### config.mk
export PLATFORM = sky130hd
export DESIGN_NAME = step_motor_sequencer
export DESIGN_NICKNAME = d
export VERILOG_FILES = /design/src/rtl/step_motor_pkg.sv /design/src/rtl/step_motor_channel.sv /design/src/rtl/step_motor_sequencer.sv
export SDC_FILE = /design/constraint.sdc
export NUM_CORES = 1
export LEC_CHECK = 0
export CAP_MARGIN = 10
export CORE_MARGIN = 2
export CORE_UTILIZATION = 46
export DETAILED_ROUTE_END_ITERATION = 16
export PLACE_DENSITY = 0.85
export SETUP_SLACK_MARGIN = 0.02
export SLEW_MARGIN = 10
export SYNTH_ARGS = -nofsm -noshare
export SYNTH_HDL_FRONTEND = slang
export SYNTH_SLANG_ARGS = --single-unit
### constraint.sdc
create_clock -name clk -period 3 [get_ports clk]
set_clock_uncertainty 0.1 [all_clocks]
set_input_delay 0.75 -clock clk [delete_from_list [all_inputs] [get_ports clk]]
set_output_delay 0.75 -clock clk [all_outputs]
set_load 0.005 [all_outputs]
### src/rtl/step_motor_pkg.sv
// Shared definitions for the stepper sequencer: mode encodings, coil phase table
// and the phase-index stepping rule.
package step_motor_pkg;

  typedef enum logic [1:0] {
    MODE_WAVE = 2'b00,
    MODE_FULL = 2'b01,
    MODE_HALF = 2'b10,
    MODE_RSVD = 2'b11
  } mode_e;

  // Entry i is the {BY,BX,AY,AX} pattern for phase index i.
  localparam logic [7:0][3:0] PHASE_TBL = {
    4'b1001, 4'b1000, 4'b1010, 4'b0010,
    4'b0110, 4'b0100, 4'b0101, 4'b0001
  };

  // Wave keeps to even (single-coil) indices, full to odd (two-coil) indices;
  // an off-grid start takes a single step to rejoin the grid.
  function automatic logic [2:0] next_idx(input logic [2:0] p, input logic dir,
                                          input mode_e mode);
    logic [2:0] stp;
    case (mode)
      MODE_WAVE: stp = p[0] ? 3'd1 : 3'd2;
      MODE_FULL: stp = p[0] ? 3'd2 : 3'd1;
      default:   stp = 3'd1;
    endcase
    return dir ? p + stp : p - stp;
  endfunction

endpackage

### src/rtl/step_motor_channel.sv
// One stepper channel: command latch, step-rate counter, phase index, coil drive
// and sticky fault handling.
module step_motor_channel
  import step_motor_pkg::*;
#(
  parameter int STEP_W = 16,
  parameter int DIV_W  = 16
) (
  input  logic              clk,
  input  logic              reset_n,
  input  logic              en,
  input  logic              cmd_valid,
  output logic              cmd_ready,
  input  logic              cmd_dir,
  input  logic [1:0]        cmd_mode,
  input  logic [STEP_W-1:0] cmd_steps,
  input  logic [DIV_W-1:0]  cmd_period,
  input  logic              fault_n,
  input  logic              fault_clr,
  output logic [3:0]        coil,
  output logic              bridge_en,
  output logic              busy,
  output logic              done,
  output logic              fault,
  output logic [STEP_W-1:0] steps_left
);

  logic [1:0]       fsync;
  logic [2:0]       idx, idx_nxt;
  logic [DIV_W-1:0] cnt, period_q;
  logic             dir_q;
  mode_e            mode_q;
  logic             flt_act, accept, step_now;

  assign flt_act   = ~fsync[1];
  assign cmd_ready = en & ~busy & ~fault;
  assign accept    = cmd_valid & cmd_ready;
  assign step_now  = busy & (cnt == period_q);
  assign idx_nxt   = next_idx(idx, dir_q, mode_q);

  // Resets to the inactive level so reset release never reports a fault.
  always_ff @(posedge clk or negedge reset_n) begin
    if (!reset_n) fsync <= 2'b11;
    else          fsync <= {fsync[0], fault_n};
  end

  always_ff @(posedge clk or negedge reset_n) begin
    if (!reset_n) begin
      coil       <= '0;
      bridge_en  <= 1'b0;
      busy       <= 1'b0;
      done       <= 1'b0;
      fault      <= 1'b0;
      steps_left <= '0;
      idx        <= '0;
      cnt        <= '0;
      period_q   <= '0;
      dir_q      <= 1'b0;
      mode_q     <= MODE_WAVE;
    end else begin
      done <= 1'b0;
      if (flt_act) begin
        // Fault outranks any step due this cycle; steps_left keeps the remainder.
        fault     <= 1'b1;
        coil      <= '0;
        bridge_en <= 1'b0;
        busy      <= 1'b0;
      end else begin
        if (fault_clr) fault <= 1'b0;
        if (!en || fault) begin
          coil      <= '0;
          bridge_en <= 1'b0;
          busy      <= 1'b0;
        end else begin
          bridge_en <= 1'b1;
          if (accept) begin
            dir_q      <= cmd_dir;
            mode_q     <= mode_e'(cmd_mode);
            period_q   <= cmd_period;
            steps_left <= cmd_steps;
            cnt        <= '0;
            busy       <= (cmd_steps != '0);
            done       <= (cmd_steps == '0);
            coil       <= PHASE_TBL[idx];
          end else if (step_now) begin
            cnt        <= '0;
            idx        <= idx_nxt;
            coil       <= PHASE_TBL[idx_nxt];
            steps_left <= steps_left - STEP_W'(1);
            if (steps_left == STEP_W'(1)) begin
              busy <= 1'b0;
              done <= 1'b1;
            end
          end else begin
            // Idle or between steps: hold torque on the current phase.
            coil <= PHASE_TBL[idx];
            if (busy) cnt <= cnt + DIV_W'(1);
          end
        end
      end
    end
  end

endmodule

### src/rtl/step_motor_sequencer.sv
// Multi-channel stepper phase sequencer; one independent channel per motor port.
module step_motor_sequencer
  import step_motor_pkg::*;
#(
  parameter int CHANNELS = 4,
  parameter int STEP_W   = 16,
  parameter int DIV_W    = 16
) (
  input  logic                             clk,
  input  logic                             reset_n,
  input  logic [CHANNELS-1:0]              en,
  input  logic [CHANNELS-1:0]              cmd_valid,
  output logic [CHANNELS-1:0]              cmd_ready,
  input  logic [CHANNELS-1:0]              cmd_dir,
  input  logic [CHANNELS-1:0][1:0]         cmd_mode,
  input  logic [CHANNELS-1:0][STEP_W-1:0]  cmd_steps,
  input  logic [CHANNELS-1:0][DIV_W-1:0]   cmd_period,
  input  logic [CHANNELS-1:0]              fault_n,
  input  logic [CHANNELS-1:0]              fault_clr,
  output logic [CHANNELS-1:0][3:0]         coil,
  output logic [CHANNELS-1:0]              bridge_en,
  output logic [CHANNELS-1:0]              busy,
  output logic [CHANNELS-1:0]              done,
  output logic [CHANNELS-1:0]              fault,
  output logic [CHANNELS-1:0][STEP_W-1:0]  steps_left
);

  for (genvar gi = 0; gi < CHANNELS; gi++) begin : g_ch
    step_motor_channel #(.STEP_W(STEP_W), .DIV_W(DIV_W)) u_ch (
      .clk        (clk),
      .reset_n    (reset_n),
      .en         (en[gi]),
      .cmd_valid  (cmd_valid[gi]),
      .cmd_ready  (cmd_ready[gi]),
      .cmd_dir    (cmd_dir[gi]),
      .cmd_mode   (cmd_mode[gi]),
      .cmd_steps  (cmd_steps[gi]),
      .cmd_period (cmd_period[gi]),
      .fault_n    (fault_n[gi]),
      .fault_clr  (fault_clr[gi]),
      .coil       (coil[gi]),
      .bridge_en  (bridge_en[gi]),
      .busy       (busy[gi]),
      .done       (done[gi]),
      .fault      (fault[gi]),
      .steps_left (steps_left[gi])
    );
  end

endmodule

==> results_tabular.tex, run 1 <==
\begin{tabular}{lr}
\hline
Metric & Value \\
\hline
\multicolumn{2}{l}{\textbf{Timing}} \\
Minimum clock period after layout & 2.90 ns \\
Setup repair after global routing missed its margin & yes \\
Count of endpoints failing setup in the final report & 0 \\
Final-layout worst hold slack & approximately 0.049 ns \\
Count of final max-slew check failures & 0 \\
Final hold viol count & 0 \\
Slew HR & 0.463 \\
Worst Max-Slew Pin Slew & 0.802 ns \\
Ratio of final minimum period to clock period & 0.965 \\
Maximum clock frequency & 345 MHz \\
\multicolumn{2}{l}{\textbf{Detailed routing}} \\
Post-DR vias/cell & roughly 5.7 \\
Routed length per instance & 17.6 um \\
Number of DRC violations after detailed-routing iteration 0 & 1,080 \\
DR vias & 12,400 \\
Post-route DRC & 0 \\
WL final & just under 40,000 um \\
Number of routed nets with antenna violations & 0 \\
Detailed Routing Iterations Pass 1 & 6 \\
\multicolumn{2}{l}{\textbf{Critical path}} \\
Worst endpoint data arrival time & 3.24 ns \\
Worst r2r src & g\_ch[2].u\_ch.mode\_q[0] \\
List of cells traversed by the critical path & xor2\_1 -> nor2\_2 -> inv\_1 -> ha\_1 -> mux2\_2 -> fa\_2 -> xnor2\_2 -> xnor2\_2 -> mux2\_4 -> a211oi\_2 \\
Startpoint Class & register \\
Critical path type & reg2reg \\
Terminus of the critical flop-to-flop path & g\_ch[2].u\_ch.coil[1] \\
Internal reg-to-reg setup slack & between 0.1 and 0.15 ns \\
Kind of cell with the highest combined delay on the critical path & XOR/XNOR gates \\
Kind of end point of the critical path & register \\
Crit path max-delay cell type & sky130\_fd\_sc\_hd\_\_dfrtp\_1 \\
Slowest stage delay, CP & 0.39 ns \\
Highest fanout seen on the critical path & 5 \\
Most numerous cell on the critical path & sky130\_fd\_sc\_hd\_\_xnor2\_2 \\
R2R depth & 10 \\
Req. time, crit path & 3.34 ns \\
Crit path buffers/inverters & 1 \\
\multicolumn{2}{l}{\textbf{Synth}} \\
Dominant register cell in the synthesized netlist & sky130\_fd\_sc\_hd\_\_dfrtp\_1 \\
Mean post-synth cell area & about 9 um2 \\
Fraction of registers with async set or reset after synthesis & 1.00 \\
Net count of the mapped netlist & 1,682 \\
Number of flip-flops and latches in the synthesized netlist & 256 \\
Fraction of the yosys area taken by sequential cells & 0.473 \\
Mapped cell area & about 0.014 mm2 \\
Number of instances in the synthesized netlist & 1,504 \\
YS warnings & 0 \\
EDFF count, synth & 0 \\
Number of distinct library cells after synthesis & 77 \\
\multicolumn{2}{l}{\textbf{Final layout}} \\
Fill cells & 2,381 \\
Post-Route Utilization & 0.622 \\
Final-stage net count & 1,962 \\
Share of layout cells above drive strength 1 & 0.106 \\
Post-synthesis to final-layout area growth & 32.3\% \\
\multicolumn{2}{l}{\textbf{Floorplan}} \\
Core Box Area & between 0.02 and 0.03 mm2 \\
Top-Level Pins & 258 \\
Chip height & 176 um \\
Die area & 0.0309 mm2 \\
Floorplan row count & between 60 and 70 \\
Die Span X & 176 um \\
Initial standard-cell utilization of the core & 0.470 \\
\multicolumn{2}{l}{\textbf{Global routing}} \\
Pin count of the biggest net entering global routing & between 60 and 70 \\
Via count of the first global-routing pass & 12,300 \\
Initial antenna violation count & 2 \\
Wire length of the first global-routing pass & 62,000 um \\
Total gr overflow & 0 \\
GRT Total Usage & 0.245 \\
\multicolumn{2}{l}{\textbf{Power and ir drop}} \\
Leakage power & approximately 0.0081 uW \\
Final Power & 9960 uW \\
Worst vdd rail ir drop & between 300 and 400 uV \\
Power per unit of standard cell area & 555 mW/mm2 \\
\multicolumn{2}{l}{\textbf{Clocking}} \\
Clock tree from TritonCTS & built \\
Cts hold-fix bufs & 0 \\
Clock Latency Late Sink & roughly 0.54 ns \\
Total clock sinks & 256 \\
Clock-pin slew on the worst setup and hold paths & 0.06 ns \\
Inserted Clock Buffers & 29 \\
Cell at the root of the clock tree & sky130\_fd\_sc\_hd\_\_clkbuf\_16 \\
Longest Clk Path Bufs & 3 \\
Maximum level of the CTS H-tree & 1 \\
\multicolumn{2}{l}{\textbf{Outcome}} \\
Outcome & complete, no violations \\
\multicolumn{2}{l}{\textbf{Placed design}} \\
Port bufs & 257 \\
Routability cong. & 0.951 \\
Post-DP HPWL & between 20,000 and 30,000 um \\
\multicolumn{2}{l}{\textbf{Job}} \\
Number of maximum-capacitance violations & 0 \\
\multicolumn{2}{l}{\textbf{Min path}} \\
Hold/Removal Path Class & in2async \\
\hline
\end{tabular}
[cell type report]
| type | instances | area (um2) | share of cell area |
|---|---|---|---|
| Antenna cell | 2 | 5.00 | 0.000279 |
| Multi-Input combinational cell | 1139 | 6790 | 0.378 |
| Clock buffer | 34 | 785 | 0.0437 |
| Inverter | 30 | 113 | 0.00627 |
| Clock inverter | 20 | 219 | 0.0122 |
| Tap cell | 384 | 480 | 0.0268 |
| Sequential cell | 256 | 6420 | 0.357 |
| Timing Repair Buffer | 328 | 3150 | 0.175 |
[worst max path at each step]
stage                           startpoint                   end  slack [ns]  cells after the start
global route        g_ch[2].u_ch.mode_q[0]  g_ch[2].u_ch.coil[1]       -0.03                     10
finish              g_ch[2].u_ch.mode_q[0]  g_ch[2].u_ch.coil[1]        0.10                     10
detailed placement  g_ch[0].u_ch.mode_q[0]  g_ch[0].u_ch.coil[0]        -0.1                     10
global placement    g_ch[0].u_ch.mode_q[0]  g_ch[0].u_ch.coil[1]        0.04                     10
floorplan              g_ch[0].u_ch.idx[0]  g_ch[0].u_ch.coil[0]        0.03                     11
CTS                 g_ch[0].u_ch.mode_q[0]  g_ch[0].u_ch.coil[0]        0.03                     10
[power by group]
part | total (uW) | internal [uW] | switching, uW
registers | 4190 | 3790 | 399
clock network | 3690 | 2210 | 1470
logic | 2080 | 1090 | 993
total | 9960 | 7100 | 2870
[stage by stage]
stage	setup TNS, ns	cell area (um2)	setup slack (ns)	instances
floorplan	0	13600	0.0302	1504
global placement	0	16800	0.0439	2130
detailed placement	-0.400	16800	-0.0968	2130
CTS	0	17900	0.0313	2186
global route	-0.0253	18000	-0.0253	2193
finish	0	18000	0.104	2193
[repair_timing]
item                                    CTS  global route
buffers inserted                          2             5
endpoints found under the setup margin    6            14
resized for setup                         8            10
pin swaps                                 5            11
endpoints found under the hold margin     0             0
[cell usage after synthesis (all sizes together), types with 6 or more instances]
cell type  instances  area (um2)
nor4              42         263
a211oi            13        97.6
a32o              10         100
or4                6        52.6
xor2              75         657
xnor2             57         499
nand3             71         355
clkbuf            58         218
o31ai              8        60.1
dfstp              8         210
dfrtp            248        6210
mux2i             15         150
o311ai             6        52.6
buf               21         154
or3               19         119
nand2            314        1180
a22oi              8        60.1
o22ai             12        75.1
nand3b             8        60.1
a31oi              9        56.3
ha                16         200
nand4             26         163
nor2             180         683
and3              17         106
and2              14        87.6
nor3b              6        45.0
mux2              21         236
nor3              34         186
a21oi             26         130
o21ai             44         220
inv               29         109
[cell usage in the layout, fill, tap and decap left out, types with 5 or more instances in the layout]
master / Yosys / final
sky130_fd_sc_hd__nor2_1: 179 / 172
sky130_fd_sc_hd__clkinvlp_4: 0 / 6
sky130_fd_sc_hd__nand2_1: 314 / 314
sky130_fd_sc_hd__o21ai_0: 42 / 42
sky130_fd_sc_hd__a32o_1: 10 / 10
sky130_fd_sc_hd__or3_1: 19 / 19
sky130_fd_sc_hd__mux2i_1: 15 / 15
sky130_fd_sc_hd__mux2_2: 21 / 19
sky130_fd_sc_hd__o32a_1: 5 / 5
sky130_fd_sc_hd__nand2b_1: 5 / 5
sky130_fd_sc_hd__dfrtp_1: 248 / 247
sky130_fd_sc_hd__o22ai_1: 12 / 12
sky130_fd_sc_hd__nor4_1: 42 / 42
sky130_fd_sc_hd__nand3_1: 71 / 71
sky130_fd_sc_hd__xnor2_2: 0 / 6
sky130_fd_sc_hd__nand3b_1: 8 / 8
sky130_fd_sc_hd__dfstp_2: 8 / 8
sky130_fd_sc_hd__ha_1: 16 / 16
sky130_fd_sc_hd__xnor2_1: 57 / 51
sky130_fd_sc_hd__o31ai_1: 8 / 7
sky130_fd_sc_hd__and2_1: 13 / 13
sky130_fd_sc_hd__and3_1: 17 / 17
sky130_fd_sc_hd__nand4_1: 26 / 26
sky130_fd_sc_hd__xor2_1: 75 / 75
sky130_fd_sc_hd__clkdlybuf4s50_1: 0 / 256
sky130_fd_sc_hd__clkinv_2: 0 / 9
sky130_fd_sc_hd__a21oi_1: 26 / 26
sky130_fd_sc_hd__nor3_1: 32 / 31
sky130_fd_sc_hd__nor2_2: 0 / 7
sky130_fd_sc_hd__a22oi_1: 8 / 8
sky130_fd_sc_hd__inv_1: 28 / 28
sky130_fd_sc_hd__buf_4: 20 / 68
sky130_fd_sc_hd__a31oi_1: 9 / 9
sky130_fd_sc_hd__a211oi_1: 13 / 10
sky130_fd_sc_hd__clkbuf_16: 0 / 29
sky130_fd_sc_hd__nand4b_1: 5 / 5
sky130_fd_sc_hd__nor3b_1: 6 / 5
[state kept, by name, summed over array words and instances (netlist names), 8 cells and up]
name / count
g_ch.u_ch.idx: 12
g_ch.u_ch.mode_q: 8
g_ch.u_ch.steps_left: 64
g_ch.u_ch.fsync: 8
g_ch.u_ch.cnt: 64
g_ch.u_ch.coil: 16
g_ch.u_ch.period_q: 64
[layer usage]
layer	wire length, um	track usage	part of all wire	up-vias
met1	16100	0.323	0.42	6054
met2	18800	0.415	0.49	526
met3	2650	0.0374	0.068	85
met4	1110	0.0785	0.029	0
met5	0	0	0	-
li1	-	-	-	5772
[worst register-to-register path, stage by stage (launching register included)]
cell and delay [ns]:
sky130_fd_sc_hd__dfrtp_1 0.39, sky130_fd_sc_hd__xor2_1 0.18, sky130_fd_sc_hd__nor2_2 0.15, sky130_fd_sc_hd__inv_1 0.06, sky130_fd_sc_hd__ha_1 0.28, sky130_fd_sc_hd__mux2_2 0.27, sky130_fd_sc_hd__fa_2 0.36, sky130_fd_sc_hd__xnor2_2 0.17
sky130_fd_sc_hd__xnor2_2 0.30, sky130_fd_sc_hd__mux2_4 0.34, sky130_fd_sc_hd__a211oi_2 0.22
[cell families after synthesis]
family	count (synthesis)	share of synthesized area
compound gates	189	0.0980
xor+xnor	132	0.0852
fa+ha+maj	20	0.0206
buf+inv	109	0.0357
flops	256	0.473
mux	36	0.0285
simple gates	762	0.259
Power figures use the tool's default switching activity.
==> run 2: changes to the inputs <==
--- a/config.mk
+++ b/config.mk
@@ -10,7 +10,6 @@
 export CORE_UTILIZATION = 46
 export DETAILED_ROUTE_END_ITERATION = 16
 export PLACE_DENSITY = 0.85
-export SETUP_SLACK_MARGIN = 0.02
 export SLEW_MARGIN = 10
 export SYNTH_ARGS = -nofsm -noshare
 export SYNTH_HDL_FRONTEND = slang
==> results_tabular.tex, run 2 (synthesis gave the netlist of run 1 again) <==
\begin{tabular}{lr}
\hline
Metric & Value \\
\hline
\multicolumn{2}{l}{\textbf{Outcome}} \\
Outcome & complete, no violations \\
\multicolumn{2}{l}{\textbf{Critical path}} \\
Internal reg-to-reg setup slack & 0.11 ns (about the same) \\
Slowest stage delay, CP & 0.56 ns (+0.17 ns) \\
Crit path capture & cmd\_ready[0] \\
Most numerous cell on the critical path & sky130\_fd\_sc\_hd\_\_clkdlybuf4s50\_1 \\
Worst endpoint data arrival time & 2.08 ns (-1.16 ns) \\
Req. time, crit path & 2.15 ns (-1.19 ns) \\
Terminus of the critical flop-to-flop path & g\_ch[0].u\_ch.coil[1] \\
R2R depth & 10 (unchanged) \\
Crit path max-delay cell type & sky130\_fd\_sc\_hd\_\_clkdlybuf4s50\_1 \\
Kind of end point of the critical path & output pin \\
Crit. Startpoint & en[0] \\
Startpoint Class & input pin \\
Critical path type & in2out \\
Highest fanout seen on the critical path & 2 (-3) \\
List of cells traversed by the critical path & clkdlybuf4s50\_1 -> nor3b\_1 -> clkdlybuf4s50\_1 \\
Worst r2r src & g\_ch[0].u\_ch.idx[0] \\
\multicolumn{2}{l}{\textbf{Power and ir drop}} \\
Reported net switching power & 2810 uW (-2.1\%) \\
Combinational fraction of design power & 0.214 (+0.005) \\
Clock share of power & 0.353 (-0.017) \\
Worst vdd rail ir drop & 435 uV (+11\%) \\
Power per unit of standard cell area & 541 mW/mm2 (-2.5\%) \\
Flop pwr share & 0.433 (+0.012) \\
Leakage power & 0.00809 uW (-0.27\%) \\
Internal Dissipation & 6870 uW (-3.2\%) \\
Switching part of the total & 0.290 (+0.00230) \\
\multicolumn{2}{l}{\textbf{Final layout}} \\
Registers with the most flip-flops & g\_ch.u\_ch.cnt x64, g\_ch.u\_ch.period\_q x64, g\_ch.u\_ch.steps\_left x64 \\
Post-synthesis to final-layout area growth & 31.7\% \\
Final-stage net count & 1,963 (+0.051\%) \\
Most common cell after layout, fill and taps aside & sky130\_fd\_sc\_hd\_\_nand2\_1 \\
Ant. Diodes & 0 (-2) \\
Most frequent cells in the layout & 314 x sky130\_fd\_sc\_hd\_\_nand2\_1, 256 x sky130\_fd\_sc\_hd\_\_clkdlybuf4s50\_1, 248 x sky130\_fd\_sc\_hd\_\_dfrtp\_1, 173 x sky130\_fd\_sc\_hd\_\_nor2\_1, 75 x sky130\_fd\_sc\_hd\_\_xor2\_1 \\
Share of layout cells above drive strength 1 & 0.103 (-0.00277) \\
\multicolumn{2}{l}{\textbf{Timing}} \\
Slew HR & 0.520 (+0.0566) \\
Final hold viol count & 0 (unchanged) \\
Final-layout worst hold slack & 0.0920 ns (+0.0432 ns) \\
Ratio of final minimum period to clock period & 0.976 (+0.0110) \\
Maximum clock frequency & 341 MHz (-1.1\%) \\
Worst Max-Slew Pin Slew & 0.714 ns (-0.0885 ns) \\
Minimum clock period after layout & 2.93 ns (+0.0329 ns) \\
Count of final max-slew check failures & 0 (unchanged) \\
Worst setup margin & 0.0711 ns (-0.0329 ns) \\
Count of endpoints failing setup in the final report & 0 (unchanged) \\
\multicolumn{2}{l}{\textbf{Detailed routing}} \\
WL final & 36,900 um (-4.7\%) \\
Post-DR vias/cell & 5.64 (-0.60\%) \\
Detailed Routing Iterations Pass 1 & 6 (unchanged) \\
Number of DRC violations after detailed-routing iteration 0 & 1,242 (+15\%) \\
Post-route DRC & 0 (unchanged) \\
Routed length per instance & 16.8 um (-4.6\%) \\
DR vias & 12,400 (-0.69\%) \\
Number of routed nets with antenna violations & 0 (unchanged) \\
\multicolumn{2}{l}{\textbf{Clocking}} \\
Total clock sinks & 256 (unchanged) \\
Clock-pin slew on the worst setup and hold paths & 0.06 ns (about the same) \\
Inserted Clock Buffers & 28 (-3.4\%) \\
Longest Clk Path Bufs & 3 (unchanged) \\
Maximum level of the CTS H-tree & 1 (unchanged) \\
Clock tree from TritonCTS & built \\
Cell at the root of the clock tree & sky130\_fd\_sc\_hd\_\_clkbuf\_16 \\
Clock Latency Late Sink & 0.55 ns (about the same) \\
\multicolumn{2}{l}{\textbf{Placed design}} \\
Port bufs & 257 (unchanged) \\
Post-placement worst setup slack & -0.0680 ns (+0.0288 ns) \\
Routability cong. & 0.915 (-3.8\%) \\
Post-DP HPWL & 26,600 um (-5.2\%) \\
\multicolumn{2}{l}{\textbf{Floorplan}} \\
Die area & 0.0309 mm2 (unchanged) \\
Die Span X & 176 um (unchanged) \\
Top-Level Pins & 258 (unchanged) \\
Core Box Area & 0.0289 mm2 (unchanged) \\
Chip height & 176 um (unchanged) \\
Initial standard-cell utilization of the core & 0.470 (unchanged) \\
Floorplan row count & 62 (unchanged) \\
\multicolumn{2}{l}{\textbf{Min path}} \\
Hold/Removal Path Class & in2async \\
\multicolumn{2}{l}{\textbf{Global routing}} \\
Via count of the first global-routing pass & 12,200 (-0.82\%) \\
Pin count of the biggest net entering global routing & 81 (+27\%) \\
Initial antenna violation count & 0 (-2) \\
Total gr overflow & 0 (unchanged) \\
GRT Total Usage & 0.234 (-0.0106) \\
Wire length of the first global-routing pass & 60,400 um (-2.6\%) \\
\multicolumn{2}{l}{\textbf{Job}} \\
Number of maximum-capacitance violations & 0 (unchanged) \\
\hline
\end{tabular}
## run 2: cell count changes in the layout (fill, tap and decap cells not counted), moves of 2 or more
cell / change
sky130_fd_sc_hd__diode_2: -2
sky130_fd_sc_hd__clkbuf_8: +5
sky130_fd_sc_hd__clkbuf_1: +4
sky130_fd_sc_hd__clkinvlp_4: -5
sky130_fd_sc_hd__bufinv_16: -4
sky130_fd_sc_hd__buf_4: +2
sky130_fd_sc_hd__clkinv_2: -3
sky130_fd_sc_hd__clkinv_4: +2
## run 2: metrics by stage
step | power [uW] | util | instances | setup TNS (ns) | area (um2)
finish | 9680 | 0.620 | 2191 | 0 | 17900
global route | 10200 | 0.620 | 2191 | -0.0688 | 17900
CTS | 9680 | 0.617 | 2187 | 0 | 17800
detailed placement | 6210 | 0.584 | 2134 | -0.223 | 16800
global placement | 6120 | 0.584 | 2134 | 0 | 16800
floorplan | 5250 | - | 1504 | 0 | 13600
## run 2: worst min path at each step
stage,start,endpoint,slack (ns),depth (start not counted)
after floorplan,g_ch[0].u_ch.fsync[0],g_ch[0].u_ch.fsync[1],0.25,0
after global placement,g_ch[3].u_ch.fsync[0],g_ch[3].u_ch.fsync[1],0.25,0
after detailed placement,g_ch[0].u_ch.fsync[0],g_ch[0].u_ch.fsync[1],0.25,0
after CTS,reset_n,g_ch[2].u_ch.period_q[13],0.10,1
after global routing,reset_n,g_ch[2].u_ch.period_q[15],0.14,1
final,reset_n,g_ch[2].u_ch.cnt[13],0.09,1
## run 2: timing repair
action / in CTS / in global routing
hold buffers: 0 / 0
resized for setup: 7 / 10
pin swaps: 3 / 12
endpoints found under the setup margin: 7 / 11
setup buffers: 1 / 4
## run 2: area by class of cell
cell class	instances	area (um2)
Fill cell	2332	11000
Tap cell	384	480
Timing Repair Buffer	330	3160
Multi-Input combinational cell	1139	6790
Clock buffer	43	868
Inverter	30	113
Sequential cell	256	6420
Clock inverter	9	55.1
## run 2: metal layers
metal	wire, um	part of all wire	track usage
met2	17900	0.49	0.400
met1	15300	0.41	0.306
met5	0	0	0
met4	930	0.025	0.0689
met3	2760	0.075	0.0396
## run 2: power groups by stage
stage	Sequential [uW]	Clock, uW	Combinational, uW
finish	4190	3420	2070
global route	4240	3640	2280
CTS	4180	3480	2020
detailed placement	4240	0	1970
global placement	4220	0	1890
floorplan	4150	0	1100
## run 2: worst max-delay path, delay by kind of cell
family	cells	cell delay, ns
buffers and inverters	2	1.04
and+or+nand+nor	1	0.28
==> run 3: changes to the inputs <==
--- a/config.mk
+++ b/config.mk
@@ -6,9 +6,10 @@
 export NUM_CORES = 1
 export LEC_CHECK = 0
 export CAP_MARGIN = 10
-export CORE_MARGIN = 2
+export CORE_ASPECT_RATIO = 2
 export CORE_UTILIZATION = 46
 export DETAILED_ROUTE_END_ITERATION = 16
+export MAX_ROUTING_LAYER = met4
 export PLACE_DENSITY = 0.85
 export SLEW_MARGIN = 10
 export SYNTH_ARGS = -nofsm -noshare
==> results_tabular.tex, run 3 (synthesis gave the netlist of run 1 again) <==
\begin{tabular}{lr}
\hline
Metric & Value \\
\hline
\multicolumn{2}{l}{\textbf{Final layout}} \\
Final-stage net count & 1,962 (-0.051\%) \\
Registers with the most flip-flops & g\_ch.u\_ch.cnt x64, g\_ch.u\_ch.period\_q x64, g\_ch.u\_ch.steps\_left x64 \\
Share of layout cells above drive strength 1 & 0.103 (-0.000153) \\
Most common cell after layout, fill and taps aside & sky130\_fd\_sc\_hd\_\_nand2\_1 \\
Post-synthesis to final-layout area growth & 31.2\% \\
Ant. Diodes & 0 (unchanged) \\
Most frequent cells in the layout & 314 x sky130\_fd\_sc\_hd\_\_nand2\_1, 256 x sky130\_fd\_sc\_hd\_\_clkdlybuf4s50\_1, 248 x sky130\_fd\_sc\_hd\_\_dfrtp\_1, 173 x sky130\_fd\_sc\_hd\_\_nor2\_1, 75 x sky130\_fd\_sc\_hd\_\_xor2\_1 \\
Area of all placed cells without fillers & 0.0178 mm2 (-0.39\%) \\
Count of placed standard cells in the final layout, fillers left out & 2,160 (-1.4\%) \\
\multicolumn{2}{l}{\textbf{Global routing}} \\
Via count of the first global-routing pass & 13,100 (+7.5\%) \\
Total gr overflow & 0 (unchanged) \\
Wire length of the first global-routing pass & 62,700 um (+3.9\%) \\
Initial antenna violation count & 0 (unchanged) \\
GRT Total Usage & 0.268 (+0.0343) \\
Pin count of the biggest net entering global routing & 74 (-8.6\%) \\
\multicolumn{2}{l}{\textbf{Placed design}} \\
Post-DP HPWL & 28,800 um (+8.3\%) \\
Post-DP Area & 0.0169 mm2 (+0.22\%) \\
Routability cong. & 0.965 (+5.5\%) \\
Port bufs & 257 (unchanged) \\
Post-placement worst setup slack & -0.0781 ns (-0.0101 ns) \\
Number of placed instances, taps included & 2,114 (-0.94\%) \\
\multicolumn{2}{l}{\textbf{Floorplan}} \\
Die Span X & 123 um (-30\%) \\
Chip height & 245 um (+39\%) \\
Initial standard-cell utilization of the core & 0.469 (-0.00163) \\
Floorplan row count & 88 (+42\%) \\
Top-Level Pins & 258 (unchanged) \\
Die area & 0.0302 mm2 (-2.1\%) \\
Core Box Area & 0.0290 mm2 (+0.35\%) \\
\multicolumn{2}{l}{\textbf{Critical path}} \\
Kind of cell with the highest combined delay on the critical path & adder cells \\
Critical path type & reg2reg \\
List of cells traversed by the critical path & xor2\_1 -> nor2\_1 -> inv\_1 -> ha\_1 -> mux2\_2 -> fa\_2 -> xnor2\_2 -> xnor2\_2 -> nand3\_1 -> o21ai\_0 -> nor2\_1 -> nor3\_1 \\
Startpoint Class & register \\
Terminus of the critical flop-to-flop path & g\_ch[3].u\_ch.coil[0] \\
Worst r2r src & g\_ch[3].u\_ch.mode\_q[0] \\
R2R depth & 12 (+2) \\
Kind of end point of the critical path & register \\
Worst endpoint data arrival time & 3.29 ns (+1.21 ns) \\
Highest fanout seen on the critical path & 6 (+4) \\
Req. time, crit path & 3.34 ns (+1.19 ns) \\
Slowest stage delay, CP & 0.42 ns (-0.14 ns) \\
Crit path max-delay cell type & sky130\_fd\_sc\_hd\_\_dfrtp\_1 \\
Crit path buffers/inverters & 1 (-1) \\
Internal reg-to-reg setup slack & 0.06 ns (-0.05 ns) \\
\multicolumn{2}{l}{\textbf{Timing}} \\
Total Negative Setup Slacks & 0 ns (unchanged) \\
Count of final max-slew check failures & 0 (unchanged) \\
Worst Max-Slew Pin Slew & 0.748 ns (+0.0344 ns) \\
Maximum clock frequency & 340 MHz (-0.53\%) \\
Ratio of final minimum period to clock period & 0.981 (+0.00517) \\
Worst setup margin & 0.0556 ns (-0.0155 ns) \\
Final hold viol count & 0 (unchanged) \\
Count of endpoints failing setup in the final report & 0 (unchanged) \\
Slew HR & 0.499 (-0.0204) \\
Setup repair after global routing missed its margin & yes \\
Minimum clock period after layout & 2.94 ns (+0.0155 ns) \\
\multicolumn{2}{l}{\textbf{Detailed routing}} \\
Routed length per instance & 18.0 um (+7.0\%) \\
DR vias & 12,500 (+1.5\%) \\
Post-DR vias/cell & 5.80 (+3.0\%) \\
Number of routed nets with antenna violations & 0 (unchanged) \\
WL final & 38,900 um (+5.5\%) \\
Number of DRC violations after detailed-routing iteration 0 & 670 (-46\%) \\
Detailed Routing Iterations Pass 1 & 5 (-1) \\
Post-route DRC & 0 (unchanged) \\
\multicolumn{2}{l}{\textbf{Power and ir drop}} \\
Power per unit of standard cell area & 532 mW/mm2 (-1.8\%) \\
Leakage power & 0.00807 uW (-0.19\%) \\
Worst vdd rail ir drop & 474 uV (+9.0\%) \\
Internal Dissipation & 6690 uW (-2.7\%) \\
Combinational fraction of design power & 0.221 (+0.007) \\
Switching part of the total & 0.294 (+0.00412) \\
Final Power & 9470 uW (-2.1\%) \\
Flop pwr share & 0.443 (+0.010) \\
Reported net switching power & 2790 uW (-0.74\%) \\
Clock share of power & 0.337 (-0.016) \\
\multicolumn{2}{l}{\textbf{Clocking}} \\
Cell at the root of the clock tree & sky130\_fd\_sc\_hd\_\_clkbuf\_16 \\
Longest Clk Path Bufs & 3 (unchanged) \\
Cts hold-fix bufs & 0 (unchanged) \\
Clock Latency Late Sink & 0.53 ns (-0.02 ns) \\
Inserted Clock Buffers & 25 (-11\%) \\
Total clock sinks & 256 (unchanged) \\
Maximum level of the CTS H-tree & 1 (unchanged) \\
Clock-pin slew on the worst setup and hold paths & 0.06 ns (about the same) \\
Clock tree from TritonCTS & built \\
\multicolumn{2}{l}{\textbf{Min path}} \\
Hold/Removal Path Class & in2async \\
\multicolumn{2}{l}{\textbf{Outcome}} \\
Outcome & complete, no violations \\
\multicolumn{2}{l}{\textbf{Job}} \\
Number of maximum-capacitance violations & 0 (unchanged) \\
\hline
\end{tabular}
run 3: cell types whose count changed in the layout (fill, tap and decap cells not counted), sizes merged:
cell    delta
clkbuf    -13
buf        +2
bufinv     +2
inv        +2
run 3: per-layer routing:
layer | routed length, um | GRT usage
met5 | 0 | -
met3 | 1990 | 0.0330
met2 | 21400 | 0.490
met4 | 2130 | 0.154
met1 | 13300 | 0.266
run 3: per-stage QoR:
step,util,hold slack (ns)
after floorplan,-,0.245
after global placement,0.583,0.246
after detailed placement,0.583,0.248
after CTS,0.612,0.110
after global routing,0.615,0.142
final,0.615,0.0970
run 3: worst max path at each step:
| stage | startpoint | end | cells after the start | slack [ns] |
|---|---|---|---|---|
| 2_1_floorplan | g_ch[2].u_ch.idx[0] | g_ch[2].u_ch.coil[0] | 11 | 0.01 |
| 3_3_place_gp | g_ch[0].u_ch.idx[0] | g_ch[0].u_ch.coil[0] | 10 | 0.06 |
| 3_5_place_dp | g_ch[2].u_ch.mode_q[0] | g_ch[2].u_ch.coil[0] | 10 | -0.08 |
| 4_1_cts | g_ch[2].u_ch.mode_q[0] | g_ch[2].u_ch.coil[0] | 10 | 0.007 |
| 5_1_grt | g_ch[3].u_ch.mode_q[0] | g_ch[3].u_ch.coil[0] | 12 | -0.07 |
| 6_report | g_ch[3].u_ch.mode_q[0] | g_ch[3].u_ch.coil[0] | 12 | 0.06 |
run 3: cell type report:
| cell class | instances | area, um2 |
|---|---|---|
| clock buffer | 30 | 684 |
| clock inverter | 13 | 128 |
| fill | 2379 | 11100 |
| inverter | 30 | 113 |
| multi-input combinational | 1139 | 6810 |
| sequential | 256 | 6420 |
| tap | 360 | 450 |
| timing repair buffer | 332 | 3220 |
run 3: power by group through the flow:
stage	sequential [uW]	clock [uW]	combinational (uW)
final	4190	3190	2090
after global routing	4240	3360	2300
after CTS	4180	3250	2040
after detailed placement	4240	0	2000
after global placement	4220	0	1920
after floorplan	4150	0	1100
run 3: what timing repair did:
action	CTS	global route
gates resized for setup	4	16
pin swaps	2	15
setup buffers	1	2
setup endpoints to repair	6	13
